### config.mk
export PLATFORM = sky130hd
export DESIGN_NAME = ram_copy_engine
export DESIGN_NICKNAME = d
export VERILOG_FILES = /design/src/rtl/ram_copy_engine.sv
export SDC_FILE = /design/constraint.sdc
export NUM_CORES = 1
export LEC_CHECK = 0
export CAP_MARGIN = 20
export CORE_MARGIN = 2
export CORE_UTILIZATION = 51
export DETAILED_ROUTE_END_ITERATION = 8
export PLACE_DENSITY_LB_ADDON = 0.2
export SYNTH_ARGS = -nofsm -noshare
export SYNTH_HDL_FRONTEND = slang
export SYNTH_SLANG_ARGS = --single-unit
### constraint.sdc
create_clock -name clk -period 5.8 [get_ports clk]
set_clock_uncertainty 0.2 [all_clocks]
set_input_delay 1.45 -clock clk [delete_from_list [all_inputs] [get_ports clk]]
set_output_delay 1.45 -clock clk [all_outputs]
set_load 0.03 [all_outputs]
### src/rtl/ram_copy_engine.sv
// Block-copy initiator for a dual-port RAM: reads words on port A, writes them on port B one
// cycle later, one word per cycle, and returns the XOR checksum of the copied data.
module ram_copy_engine #(
    parameter int unsigned AW = 5,
    parameter int unsigned DW = 8
) (
    input  logic          clk,
    input  logic          reset,
    input  logic          start,
    input  logic [AW-1:0] src,
    input  logic [AW-1:0] dst,
    input  logic [AW:0]   len,
    input  logic          dir,
    output logic          busy,
    output logic          done,
    output logic          err,
    output logic [DW-1:0] checksum,
    output logic [AW-1:0] ram_addr_a,
    output logic          ram_wr_a,
    output logic [DW-1:0] ram_data_a,
    input  logic [DW-1:0] ram_q_a,
    output logic [AW-1:0] ram_addr_b,
    output logic          ram_wr_b,
    output logic [DW-1:0] ram_data_b
);

    typedef enum logic [1:0] {StIdle, StRun, StFlush, StFin} state_e;

    localparam logic [AW:0] MaxLen = {1'b1, {AW{1'b0}}};

    state_e        state_q;
    logic [AW-1:0] dst_ptr_q;
    logic [AW:0]   len_q;
    logic [AW:0]   rd_cnt_q;
    logic          dir_q;

    function automatic logic [AW-1:0] step(input logic [AW-1:0] a, input logic down);
        return down ? a - AW'(1) : a + AW'(1);
    endfunction

    // Port A is read-only; port B write data is the registered read data passed straight through.
    assign ram_wr_a   = 1'b0;
    assign ram_data_a = '0;
    assign ram_data_b = ram_q_a;

    always_ff @(posedge clk) begin
        if (reset) begin
            state_q    <= StIdle;
            dst_ptr_q  <= '0;
            len_q      <= '0;
            rd_cnt_q   <= '0;
            dir_q      <= 1'b0;
            busy       <= 1'b0;
            done       <= 1'b0;
            err        <= 1'b0;
            checksum   <= '0;
            ram_addr_a <= '0;
            ram_addr_b <= '0;
            ram_wr_b   <= 1'b0;
        end else begin
            ram_wr_b <= 1'b0;
            done     <= 1'b0;
            err      <= 1'b0;
            if (ram_wr_b) begin
                checksum <= checksum ^ ram_q_a;
            end

            case (state_q)
                StIdle: begin
                    if (start) begin
                        if (len == '0 || len > MaxLen) begin
                            state_q <= StFin;
                            done    <= 1'b1;
                            err     <= (len > MaxLen);
                        end else begin
                            state_q    <= StRun;
                            busy       <= 1'b1;
                            ram_addr_a <= src;
                            dst_ptr_q  <= dst;
                            len_q      <= len;
                            dir_q      <= dir;
                            rd_cnt_q   <= (AW+1)'(1);
                            checksum   <= '0;
                        end
                    end
                end
                StRun: begin
                    // Write of the word read last cycle overlaps the next read.
                    ram_wr_b   <= 1'b1;
                    ram_addr_b <= dst_ptr_q;
                    dst_ptr_q  <= step(dst_ptr_q, dir_q);
                    if (rd_cnt_q == len_q) begin
                        state_q <= StFlush;
                    end else begin
                        ram_addr_a <= step(ram_addr_a, dir_q);
                        rd_cnt_q   <= rd_cnt_q + (AW+1)'(1);
                    end
                end
                StFlush: begin
                    state_q <= StFin;
                    busy    <= 1'b0;
                    done    <= 1'b1;
                end
                StFin: begin
                    state_q <= StIdle;
                end
                default: begin
                    state_q <= StIdle;
                end
            endcase
        end
    end

endmodule
== Word level (Yosys, flattened, before mapping) ==
Cells that the tools add are included.
Storage, ports and cells
  register bits: 42
  input port bits: 28
  output and inout bits: 39
  logic and storage cells: 69
Cells by class
  add/subtract/negate cells: 5
  $lt $le $gt $ge: 1
  equality and inequality tests: 8
  muxes and demuxes: 28
  bitwise logic cells: 4
  reduce and logical (&&, ||, !) cells: 11
Operator list (count)
  $mux 5: 7
  $mux 8: 4
  $pmux 5 s2: 2
  $mux 6: 3
  $pmux 6 s2: 1
  $add 5x1->5 const B: 2
  $sub 5x1->5 const B: 2
  $reduce_and 3->1: 3
  $ne 2x2->1 const B: 4
  $pmux 2 s4: 1
  $xor 8x8->8: 1
  $add 6x1->6 const B: 1
  $eq 6x6->1: 1
  $gt 6x6->1 const B: 1
  $logic_not 6->1: 1
  $mux 2: 3
  $mux 1: 5
  $eq 2x2->1 const B: 2
  $pmux 1 s2: 2
  $reduce_and 4->1: 1
  $reduce_bool 2->1: 2
  $reduce_or 4->1: 1
  $not 1->1: 3
  $eq 2x1->1 const B: 1
  3 further kinds: 3

== Longest topological paths before layout ==
Gate-level depths: netlist (run 1).
  depth after elaboration: 5
  mapped depth: 10
  depth with buffers taken out: 7

== Worst setup path before layout (run 1) ==
No wires, ideal clock.
  kind: input to output
  start: input port ram_q_a[0]
  end: output port ram_data_b[0]
  data arrival time: 1.595 ns
  setup slack: 2.555 ns
  stages on the path: 1
  cells stage by stage: buf_4
RTL lines
  from (decl): line 21  | input logic [DW-1:0] ram_q_a,
  to (decl): line 24  | output logic [DW-1:0] ram_data_b
No word-level cell between the ends.

== Final worst setup path (run 1) ==
  start: input port ram_q_a[3]
  end: output port ram_data_b[3]
No word-level cell between the ends.

==> results.py, run 1 <==
metrics = {
    "cells_and_area": {
        "antenna_cells": 0,
        "fin_nets": 357,
        "final_layout_size_suffix_gt1_share_pct": 5.031,
        "final_core_util_pct": 66.64,
        "syn2layout_area_growth_pct": 24.80,
    },
    "timing": {
        "fin_setup_tns_ns": 0,
        "timing_worst_slew_pin_value_ns": 1.016,
        "max_slew_margin_pct": 32.03,
        "finalHoldViolCount": 0,
        "rsz0062_at_grt": "no",
        "final.hold.worst_slack_ns": 0.2747,
        "final-setup-viol-count": 0,
        "final_max_slew_viols": 0,
        "post-route-period-util_pct": 73.72,
        "fmax_mhz": 233.9,
        "final_period_minus_worst_setup_slack_ns": 4.276,
    },
    "flow_run": {
        "max-cap-violations": 0,
    },
    "power_and_ir_drop": {
        "p_int_mw": 0.6725,
        "clock_power_share_pct": 16.8,
        "total_switching_power_mw": 0.5048,
        "ir_worst_vdd_v": 0.0002644,
        "power_mw": 1.177,
        "pwr_density_cell_mw_per_mm2": 403.0,
        "pwr-share-comb_pct": 49.4,
        "power.static_leakage_nw": 1.169,
        "flop_pwr_share_pct": 33.9,
        "p_sw_share_pct": 42.88,
    },
    "clocking": {
        "htree_levels": 2,
        "tritoncts": "built",
        "clock_path_buffers": 2,
        "cts_buffers": 5,
        "cts.sinks": 42,
        "holdBufCountCts": 0,
        "worst_skew_pair.late_latency_ns": 0.29,
        "cts.repair_timing.setup_buffer_count": 0,
        "gates_resized_cts_repair": 0,
        "root_buffer": "sky130_fd_sc_hd__clkbuf_8",
        "clk_transition_reported_paths_ns": 0.08,
    },
    "worst_setup_path": {
        "wp_depth": 2,
        "worst_r2r_endpoint": "dst_ptr_q[3]",
        "timing.critical_path.buf_inv": 2,
        "critPathKind": "primary input to output pin",
        "cpLargestDelayFamily": "buffers and inverters",
        "crit_chain": "clkdlybuf4s50_1 -> clkdlybuf4s50_1",
        "arrival_ns": 2.63,
        "rr_worst_depth": 7,
        "cp-start-kind": "primary input",
        "crit_required_ns": 4.15,
        "cp_common_cell": "sky130_fd_sc_hd__clkdlybuf4s50_1",
        "worst_case_register_to_register_setup_slack_ns": 3.09,
        "timing.rr.start": "state_q[0]",
        "cpPeakStageDelay_ns": 0.69,
        "critical_path.slowest_cell": "sky130_fd_sc_hd__clkdlybuf4s50_1",
        "critPathMaxFanout": 2,
        "end_kind": "output pin",
    },
    "global_route": {
        "antenna_violations_before_repair": 0,
        "via_count_of_the_first_global_routing_pass": 1829,
        "grt_pass1_wl_um": 8321,
        "maximum_number_of_pins_on_one_net_before_global_route_repair": 31,
        "global_route.overflow_total": 0,
        "gr-usage-all-layers_pct": 20.23,
    },
    "floorplan": {
        "placement_rows": 24,
        "floorplan.die_area_mm2": 0.005148,
        "die_height_um": 71.75,
        "die-width_um": 71.75,
        "floorplan.initialDensity_pct": 53.40,
        "core-area_mm2": 0.004384,
        "design.portCount": 67,
    },
    "synthesis": {
        "ys_seq_elements": 42,
        "number_of_enable_type_register_cells_in_the_synthesized_netlist": 0,
        "synth.largest_area_cell": "sky130_fd_sc_hd__dfxtp_1",
        "synthDistinctLibCells": 47,
        "yosys_warnings": 0,
        "post_synth.cell_area_avg_um2": 8.575,
        "postSynth.asyncResetShare_pct": 0,
        "synth_top_cells_by_area": "sky130_fd_sc_hd__dfxtp_1, sky130_fd_sc_hd__buf_4, sky130_fd_sc_hd__xor2_1",
        "synth_area_mm2": 0.002341,
        "synth_top_area_share_pct": 35.92,
        "synthesized_netlist_cell_count": 273,
        "ys_seq_area_share_pct": 35.92,
        "synthFlopType": "sky130_fd_sc_hd__dfxtp_1",
    },
    "placement": {
        "post-dp-hpwl_um": 3518,
        "number_of_port_buffers": 57,
        "gp_congestion": 0.9338,
    },
    "worst_hold_path": {
        "hold_start": "len_q[5]",
        "hold_class": "register to register",
        "hold-path-cell-count": 2,
        "hold-path-endpoint": "len_q[5]",
    },
    "detailed_routing": {
        "iter_0_drt_violations": 90,
        "finalWirelength_um": 4946,
        "route.detailed.wl_per_inst_um": 13.37,
        "antenna_violating_nets_post_route": 0,
        "drt_first_pass_iters": 4,
        "detail_route.drc_violations": 0,
        "vias": 2026,
        "detail_route.vias_per_cell": 5.476,
    },
    "outcome": {
        "status": "completed",
    },
}
[layout by cell type, fill, tap and decap left out, types with 3 or more instances in the layout]
master                            instances
sky130_fd_sc_hd__inv_1                    5
sky130_fd_sc_hd__a211oi_1                 6
sky130_fd_sc_hd__a21o_1                   5
sky130_fd_sc_hd__nand3_1                  6
sky130_fd_sc_hd__ha_1                    10
sky130_fd_sc_hd__clkbuf_8                 6
sky130_fd_sc_hd__xor2_1                  15
sky130_fd_sc_hd__o21ai_0                  6
sky130_fd_sc_hd__nand4_1                  4
sky130_fd_sc_hd__xnor2_1                  8
sky130_fd_sc_hd__a31oi_1                  3
sky130_fd_sc_hd__nand2_1                 33
sky130_fd_sc_hd__nor2_1                  23
sky130_fd_sc_hd__mux2i_1                  8
sky130_fd_sc_hd__a21oi_1                 22
sky130_fd_sc_hd__clkdlybuf4s50_1         57
sky130_fd_sc_hd__nor3_1                  14
sky130_fd_sc_hd__conb_1                   9
sky130_fd_sc_hd__dfxtp_1                 42
[worst max-delay path by stage]
stage | start | slack (ns) | end
floorplan | ram_q_a[0] | 2.56 | ram_data_b[0]
global placement | ram_q_a[3] | 1.56 | ram_data_b[3]
detailed placement | ram_q_a[3] | 1.52 | ram_data_b[3]
CTS | ram_q_a[3] | 1.51 | ram_data_b[3]
global route | ram_q_a[3] | 1.50 | ram_data_b[3]
finish | ram_q_a[3] | 1.52 | ram_data_b[3]
[power groups by stage]
| stage | Clock (mW) | Combinational (mW) | Sequential (mW) |
|---|---|---|---|
| finish | 0.197 | 0.581 | 0.399 |
| global placement | 0 | 0.574 | 0.406 |
| global route | 0.214 | 0.642 | 0.410 |
| CTS | 0.201 | 0.580 | 0.400 |
| detailed placement | 0 | 0.577 | 0.407 |
| floorplan | 0 | 0.383 | 0.453 |
[sequential cells by signal, indices dropped and copies added (netlist names)]
signal	cells
checksum	8
len_q	6
rd_cnt_q	6
dst_ptr_q	5
ram_addr_a	5
ram_addr_b	5
state_q	2
busy	1
dir_q	1
done	1
err	1
ram_wr_b	1
[cell type report]
type | count | area (um^2)
tap | 52 | 65.06
sequential | 42 | 840.8
multi-input combinational | 203 | 1316
inverter | 6 | 22.52
timing repair buffer | 59 | 585.6
fill | 400 | 1463
clock inverter | 1 | 5.005
clock buffer | 7 | 86.33
[cells in the mapped netlist (6+ instances only)]
master / number
sky130_fd_sc_hd__dfxtp_1: 42
sky130_fd_sc_hd__o21ai_0: 6
sky130_fd_sc_hd__nand2_1: 33
sky130_fd_sc_hd__a21oi_1: 22
sky130_fd_sc_hd__mux2i_1: 8
sky130_fd_sc_hd__nor2_1: 23
sky130_fd_sc_hd__xor2_1: 15
sky130_fd_sc_hd__ha_1: 10
sky130_fd_sc_hd__buf_4: 19
sky130_fd_sc_hd__nand3_1: 6
sky130_fd_sc_hd__a211oi_1: 6
sky130_fd_sc_hd__clkbuf_1: 8
sky130_fd_sc_hd__nor3_1: 14
sky130_fd_sc_hd__xnor2_1: 8
[kinds of logic after synthesis]
family	after synthesis	share of synthesized area, %
AOI/OAI and AO/OA	57	15.98
xor gates and xnor gates	23	8.605
adders and majority gates	12	7.055
buffers and inverters	36	9.140
DFF	42	35.92
muxes	8	3.421
other	1	0.1602
and+or+nand+nor	94	19.72
[per-layer routing]
layer | vias to the layer above | part of all wire (%) | global-route usage (%)
met4 | 0 | 1.8 | 7.757
met5 | - | 0 | 0
met2 | 64 | 46 | 32.92
li1 | 1018 | - | -
met1 | 935 | 45 | 25.51
met3 | 9 | 6.7 | 5.626
[metrics by stage]
step / std cells / setup slack, ns / instance area, um^2
finish: 370 / 1.524 / 2922
global route: 370 / 1.500 / 2922
CTS: 370 / 1.514 / 2922
floorplan: 281 / 2.555 / 2371
detailed placement: 362 / 1.519 / 2830
global placement: 362 / 1.562 / 2830
(Power assumes the default switching activity.)
==> run 2: changes to the inputs <==
CORE_UTILIZATION = 48   (was 51)
clock period = 4.1 ns   (was 5.8 ns; I/O delays follow)
==> run 2 against run 1 <==
  * Clock-buffer cell count stayed put
  * Design area is 1.2% higher
  * Global-route usage is 0.32 points higher
  * First-iteration DRC count is 56% higher
  * Routed wire length is 7.6% higher
  * Register-to-register slack worse by 1.7 ns
  * Clock power is 63% higher
  * Hold slack better by 0.0012 ns
  * Non-clock buffer count stayed put
  * Largest cell class unchanged
==> results.py, run 2 (synthesis results as in run 1) <==
metrics = {
    "clocking": {
        "gates_resized_cts_repair": 0,
        "tritoncts": "built",
        "clock_path_buffers": 2,
        "root_buffer": "sky130_fd_sc_hd__clkbuf_8",
        "cts_buffers": 5,
        "cts.repair_timing.setup_buffer_count": 0,
        "cts.sinks": 42,
        "clk_transition_reported_paths_ns": 0.07,
        "worst_skew_pair.late_latency_ns": 0.29,
        "holdBufCountCts": 0,
        "htree_levels": 2,
    },
    "timing": {
        "final_max_slew_viols": 0,
        "final_period_minus_worst_setup_slack_ns": 3.412,
        "fmax_mhz": 293.1,
        "post-route-period-util_pct": 83.21,
        "max_slew_margin_pct": 56.86,
        "timing_worst_slew_pin_value_ns": 0.6451,
        "final-setup-viol-count": 0,
        "rsz0062_at_grt": "no",
        "fin_setup_tns_ns": 0,
        "finalHoldViolCount": 0,
    },
    "detailed_routing": {
        "detail_route.drc_violations": 0,
        "iter_0_drt_violations": 140,
        "detail_route.vias_per_cell": 5.379,
        "vias": 2071,
        "drt_first_pass_iters": 4,
        "antenna_violating_nets_post_route": 0,
        "route.detailed.wl_per_inst_um": 13.82,
        "finalWirelength_um": 5320,
    },
    "cells_and_area": {
        "final_common_cell": "sky130_fd_sc_hd__clkdlybuf4s50_1",
        "final_core_util_pct": 62.57,
        "biggestRegsByFlops": "checksum x8, len_q x6, rd_cnt_q x6",
        "mostFrequentLayoutCells": "sky130_fd_sc_hd__clkdlybuf4s50_1, sky130_fd_sc_hd__dfxtp_1, sky130_fd_sc_hd__nand2_1, sky130_fd_sc_hd__nor2_1, sky130_fd_sc_hd__a21oi_1",
        "fin_nets": 357,
        "max_reg_flops": 8,
        "antenna_cells": 0,
        "register_name_with_the_most_flops": "checksum",
        "num-fill-cells": 424,
        "final_layout_size_suffix_gt1_share_pct": 4.717,
        "syn2layout_area_growth_pct": 26.24,
    },
    "worst_setup_path": {
        "timing.rr.start": "state_q[0]",
        "cpLargestDelayFamily": "buffers and inverters",
        "cp-start-kind": "primary input",
        "critPathKind": "primary input to output pin",
        "timing.critical_path.buf_inv": 2,
        "crit_required_ns": 2.87,
        "cpPeakStageDelay_ns": 0.68,
        "crit_chain": "clkdlybuf4s50_1 -> clkdlybuf4s50_1",
        "cp_common_cell": "sky130_fd_sc_hd__clkdlybuf4s50_1",
        "critical_path.startpoint": "ram_q_a[2]",
        "critPathMaxFanout": 2,
        "end_kind": "output pin",
        "arrival_ns": 2.19,
        "critical_path.slowest_cell": "sky130_fd_sc_hd__clkdlybuf4s50_1",
    },
    "floorplan": {
        "die_height_um": 73.84,
        "die-width_um": 73.84,
        "placement_rows": 25,
        "floorplan.die_area_mm2": 0.005452,
        "design.portCount": 67,
        "core-area_mm2": 0.004723,
        "floorplan.initialDensity_pct": 49.56,
    },
    "global_route": {
        "global_route.overflow_total": 0,
        "via_count_of_the_first_global_routing_pass": 1810,
        "antenna_violations_before_repair": 0,
        "maximum_number_of_pins_on_one_net_before_global_route_repair": 30,
        "gr-usage-all-layers_pct": 20.55,
        "grt_pass1_wl_um": 8687,
    },
    "worst_hold_path": {
        "hold_class": "register to register",
        "hold_start": "len_q[0]",
    },
    "flow_run": {
        "max-cap-violations": 0,
    },
    "placement": {
        "post-dp-hpwl_um": 3784,
        "gp_congestion": 0.8311,
        "number_of_port_buffers": 57,
    },
    "power_and_ir_drop": {
        "pwr_density_cell_mw_per_mm2": 586.2,
        "power.static_leakage_nw": 1.173,
        "ir_worst_vdd_v": 0.0002660,
    },
    "outcome": {
        "status": "completed",
    },
}
==> run 2: power by group <==
part | switching [mW] | internal [mW]
clock | 0.138 | 0.182
sequential | 0.0788 | 0.490
combinational | 0.516 | 0.328
==> run 2: final timing paths <==
check | to | slack, ns | depth (start not counted)
setup / recovery | ram_data_b[2] | 0.69 | 2
hold / removal | len_q[0] | 0.28 | 2
setup reg to reg | dst_ptr_q[3] | 1.41 | 7
hold reg to reg | len_q[0] | 0.28 | 2
==> run 2: worst reg2reg max path, stage by stage, from the launching register on <==
cell and delay (ns):
sky130_fd_sc_hd__dfxtp_1 0.32, sky130_fd_sc_hd__inv_1 0.10, sky130_fd_sc_hd__ha_1 0.37, sky130_fd_sc_hd__nand2_1 0.20, sky130_fd_sc_hd__a211oi_1 0.59, sky130_fd_sc_hd__or2_1 0.52, sky130_fd_sc_hd__nor3_1 0.12, sky130_fd_sc_hd__a211oi_2 0.20
==> run 2: per-stage QoR <==
step	total power, mW	setup slack, ns	cells	area [um^2]	hold slack (ns)
after floorplan	1.182	1.420	281	2371	0.2478
after global placement	1.391	0.6471	377	2849	0.2578
after detailed placement	1.413	0.6418	377	2849	0.2662
after CTS	1.736	0.6914	385	2955	0.2770
after global routing	1.845	0.6567	385	2955	0.3106
final	1.732	0.6884	385	2955	0.2758
==> run 2: routing by layer <==
metal	GRT usage (%)	up-vias	part of all wire (%)
met5	0	-	0
met4	6.869	0	1.7
met3	4.252	10	6.0
met2	31.75	79	45
met1	28.49	968	47
li1	-	1014	-
==> run 2: final cells by class <==
cell class	instances	area (um^2)	share of cell area, %
Multi-Input combinational cell	203	1316	44.54
Sequential cell	42	840.8	28.45
Timing Repair Buffer	59	585.6	19.81
Tap cell	67	83.83	2.837
Clock buffer	7	76.32	2.583
Clock inverter	1	30.03	1.016
Inverter	6	22.52	0.7621
==> run 3: changes to the inputs <==
clock period = 3.4 ns   (was 4.1 ns; I/O delays follow)
==> run 3 against run 2 <==
  * Via count fell by 2.9%
  * Critical path depth did not move
  * Non-clock buffer count grew 4
  * Design area increased by 0.21%
  * Utilization increased by 0.13 points
  * Sequential share of layout area down 0.060 points
  * Largest cell class unchanged
  * Register-to-register slack worse by 0.30 ns
  * Combinational power increased by 20%
==> results.py, run 3 (synthesis results as in run 1) <==
metrics = {
    "power_and_ir_drop": {
        "ir_worst_vdd_v": 0.0004465,
        "pwr_density_cell_mw_per_mm2": 680.7,
        "clock_power_share_pct": 15.9,
        "flop_pwr_share_pct": 33.9,
        "power.static_leakage_nw": 1.184,
        "pwr-share-comb_pct": 50.1,
        "p_int_mw": 1.156,
        "p_sw_share_pct": 42.64,
        "total_switching_power_mw": 0.8596,
    },
    "worst_setup_path": {
        "cpPeakStageDelay_ns": 0.67,
        "critical_path.slowest_cell": "sky130_fd_sc_hd__clkdlybuf4s50_1",
        "arrival_ns": 2.00,
        "critPathMaxFanout": 2,
        "cp-start-kind": "primary input",
        "timing.critical_path.buf_inv": 2,
        "end_kind": "output pin",
        "critPathKind": "primary input to output pin",
        "cp_common_cell": "sky130_fd_sc_hd__clkdlybuf4s50_1",
        "crit_required_ns": 2.35,
        "crit_chain": "clkdlybuf4s50_1 -> clkdlybuf4s50_1",
        "cpLargestDelayFamily": "buffers and inverters",
    },
    "detailed_routing": {
        "route.detailed.wl_per_inst_um": 13.01,
        "iter_0_drt_violations": 125,
        "drt_first_pass_iters": 5,
        "detail_route.vias_per_cell": 5.196,
        "vias": 2011,
        "detail_route.drc_violations": 0,
        "finalWirelength_um": 5033,
        "antenna_violating_nets_post_route": 0,
    },
    "clocking": {
        "clk_transition_reported_paths_ns": 0.07,
        "worst_skew_pair.late_latency_ns": 0.30,
        "cts.sinks": 42,
        "cts_buffers": 5,
        "holdBufCountCts": 0,
        "root_buffer": "sky130_fd_sc_hd__clkbuf_8",
        "cts.repair_timing.setup_buffer_count": 0,
        "htree_levels": 2,
        "clock_path_buffers": 2,
        "tritoncts": "built",
        "gates_resized_cts_repair": 0,
    },
    "placement": {
        "place.detailed.instances": 381,
        "number_of_port_buffers": 57,
        "post-dp-hpwl_um": 3719,
        "gp_congestion": 0.7818,
    },
    "floorplan": {
        "placement_rows": 25,
        "design.portCount": 67,
        "core-area_mm2": 0.004723,
        "die-width_um": 73.84,
        "floorplan.die_area_mm2": 0.005452,
        "die_height_um": 73.84,
        "floorplan.initialDensity_pct": 49.56,
    },
    "cells_and_area": {
        "fin_nets": 361,
        "mostFrequentLayoutCells": "sky130_fd_sc_hd__clkdlybuf4s50_1, sky130_fd_sc_hd__dfxtp_1, sky130_fd_sc_hd__nand2_1, sky130_fd_sc_hd__nor2_1, sky130_fd_sc_hd__a21oi_1",
        "max_reg_flops": 8,
        "final_common_cell": "sky130_fd_sc_hd__clkdlybuf4s50_1",
        "syn2layout_area_growth_pct": 26.51,
        "fin_cells": 387,
        "biggestRegsByFlops": "checksum x8, len_q x6, rd_cnt_q x6",
        "final_core_util_pct": 62.70,
        "final_layout_size_suffix_gt1_share_pct": 5.938,
        "antenna_cells": 0,
        "register_name_with_the_most_flops": "checksum",
    },
    "flow_run": {
        "max-cap-violations": 0,
    },
    "timing": {
        "fin_setup_tns_ns": 0,
        "timing_worst_slew_pin_value_ns": 0.6513,
        "rsz0062_at_grt": "no",
        "max_slew_margin_pct": 56.44,
        "final-setup-viol-count": 0,
        "final_max_slew_viols": 0,
        "post-route-period-util_pct": 89.81,
        "final_period_minus_worst_setup_slack_ns": 3.054,
        "fmax_mhz": 327.5,
        "finalHoldViolCount": 0,
    },
    "global_route": {
        "maximum_number_of_pins_on_one_net_before_global_route_repair": 30,
        "antenna_violations_before_repair": 0,
        "via_count_of_the_first_global_routing_pass": 1858,
        "gr-usage-all-layers_pct": 19.71,
        "grt_pass1_wl_um": 8362,
        "global_route.overflow_total": 0,
    },
    "worst_hold_path": {
        "hold_class": "register to register",
    },
    "outcome": {
        "status": "completed",
    },
}
==> run 3: changes by cell type in the layout (fill, tap and decap cells not counted), sizes merged <==
cell    previous run  this run
buf                2         6
bufinv             1         0
clkbuf             7         6
==> run 3: layout make-up <==
cell class,instances,area (um^2)
fill,423,1762
multi-input combinational,203,1316
sequential,42,840.8
timing repair buffer,63,615.6
tap,67,83.83
clock buffer,6,82.58
inverter,6,22.52
==> run 3: through the flow <==
step                      power, mW  hold slack (ns)  setup slack (ns)  area (um^2)
final                         2.016           0.2728            0.3465         2962
after global routing          2.161           0.2982            0.3116         2962
after CTS                     2.029           0.2769            0.3396         2962
after detailed placement      1.705           0.2662            0.2115         2879
after global placement        1.692           0.2579            0.2697         2879
after floorplan               1.426           0.2478            0.8951         2371
==> run 3: metal layers <==
layer  vias up  GRT usage (%)  share of wire [%]
met2        69          33.53                 48
met1       917          24.81                 46
met4         0          4.848               0.68
li1       1021              -                  -
met3         4          5.075                5.8
met5         -              0                  0
==> run 3: power groups by stage <==
stage / Combinational (mW) / Clock, mW / Sequential, mW
after floorplan: 0.654 / 0 / 0.772
after global placement: 0.999 / 0 / 0.693
after detailed placement: 1.01 / 0 / 0.697
after CTS: 1.01 / 0.330 / 0.687
after global routing: 1.12 / 0.343 / 0.700
final: 1.01 / 0.321 / 0.684
==> run 3: worst paths after layout <==
| path | from | endpoint | slack (ns) | cells past startpoint |
|---|---|---|---|---|
| worst max-delay path | ram_q_a[2] | ram_data_b[2] | 0.35 | 2 |
| worst min-delay path | len_q[2] | len_q[2] | 0.27 | 2 |
| worst max register to register | state_q[0] | len_q[4] | 1.11 | 8 |
| worst min register to register | len_q[2] | len_q[2] | 0.27 | 2 |
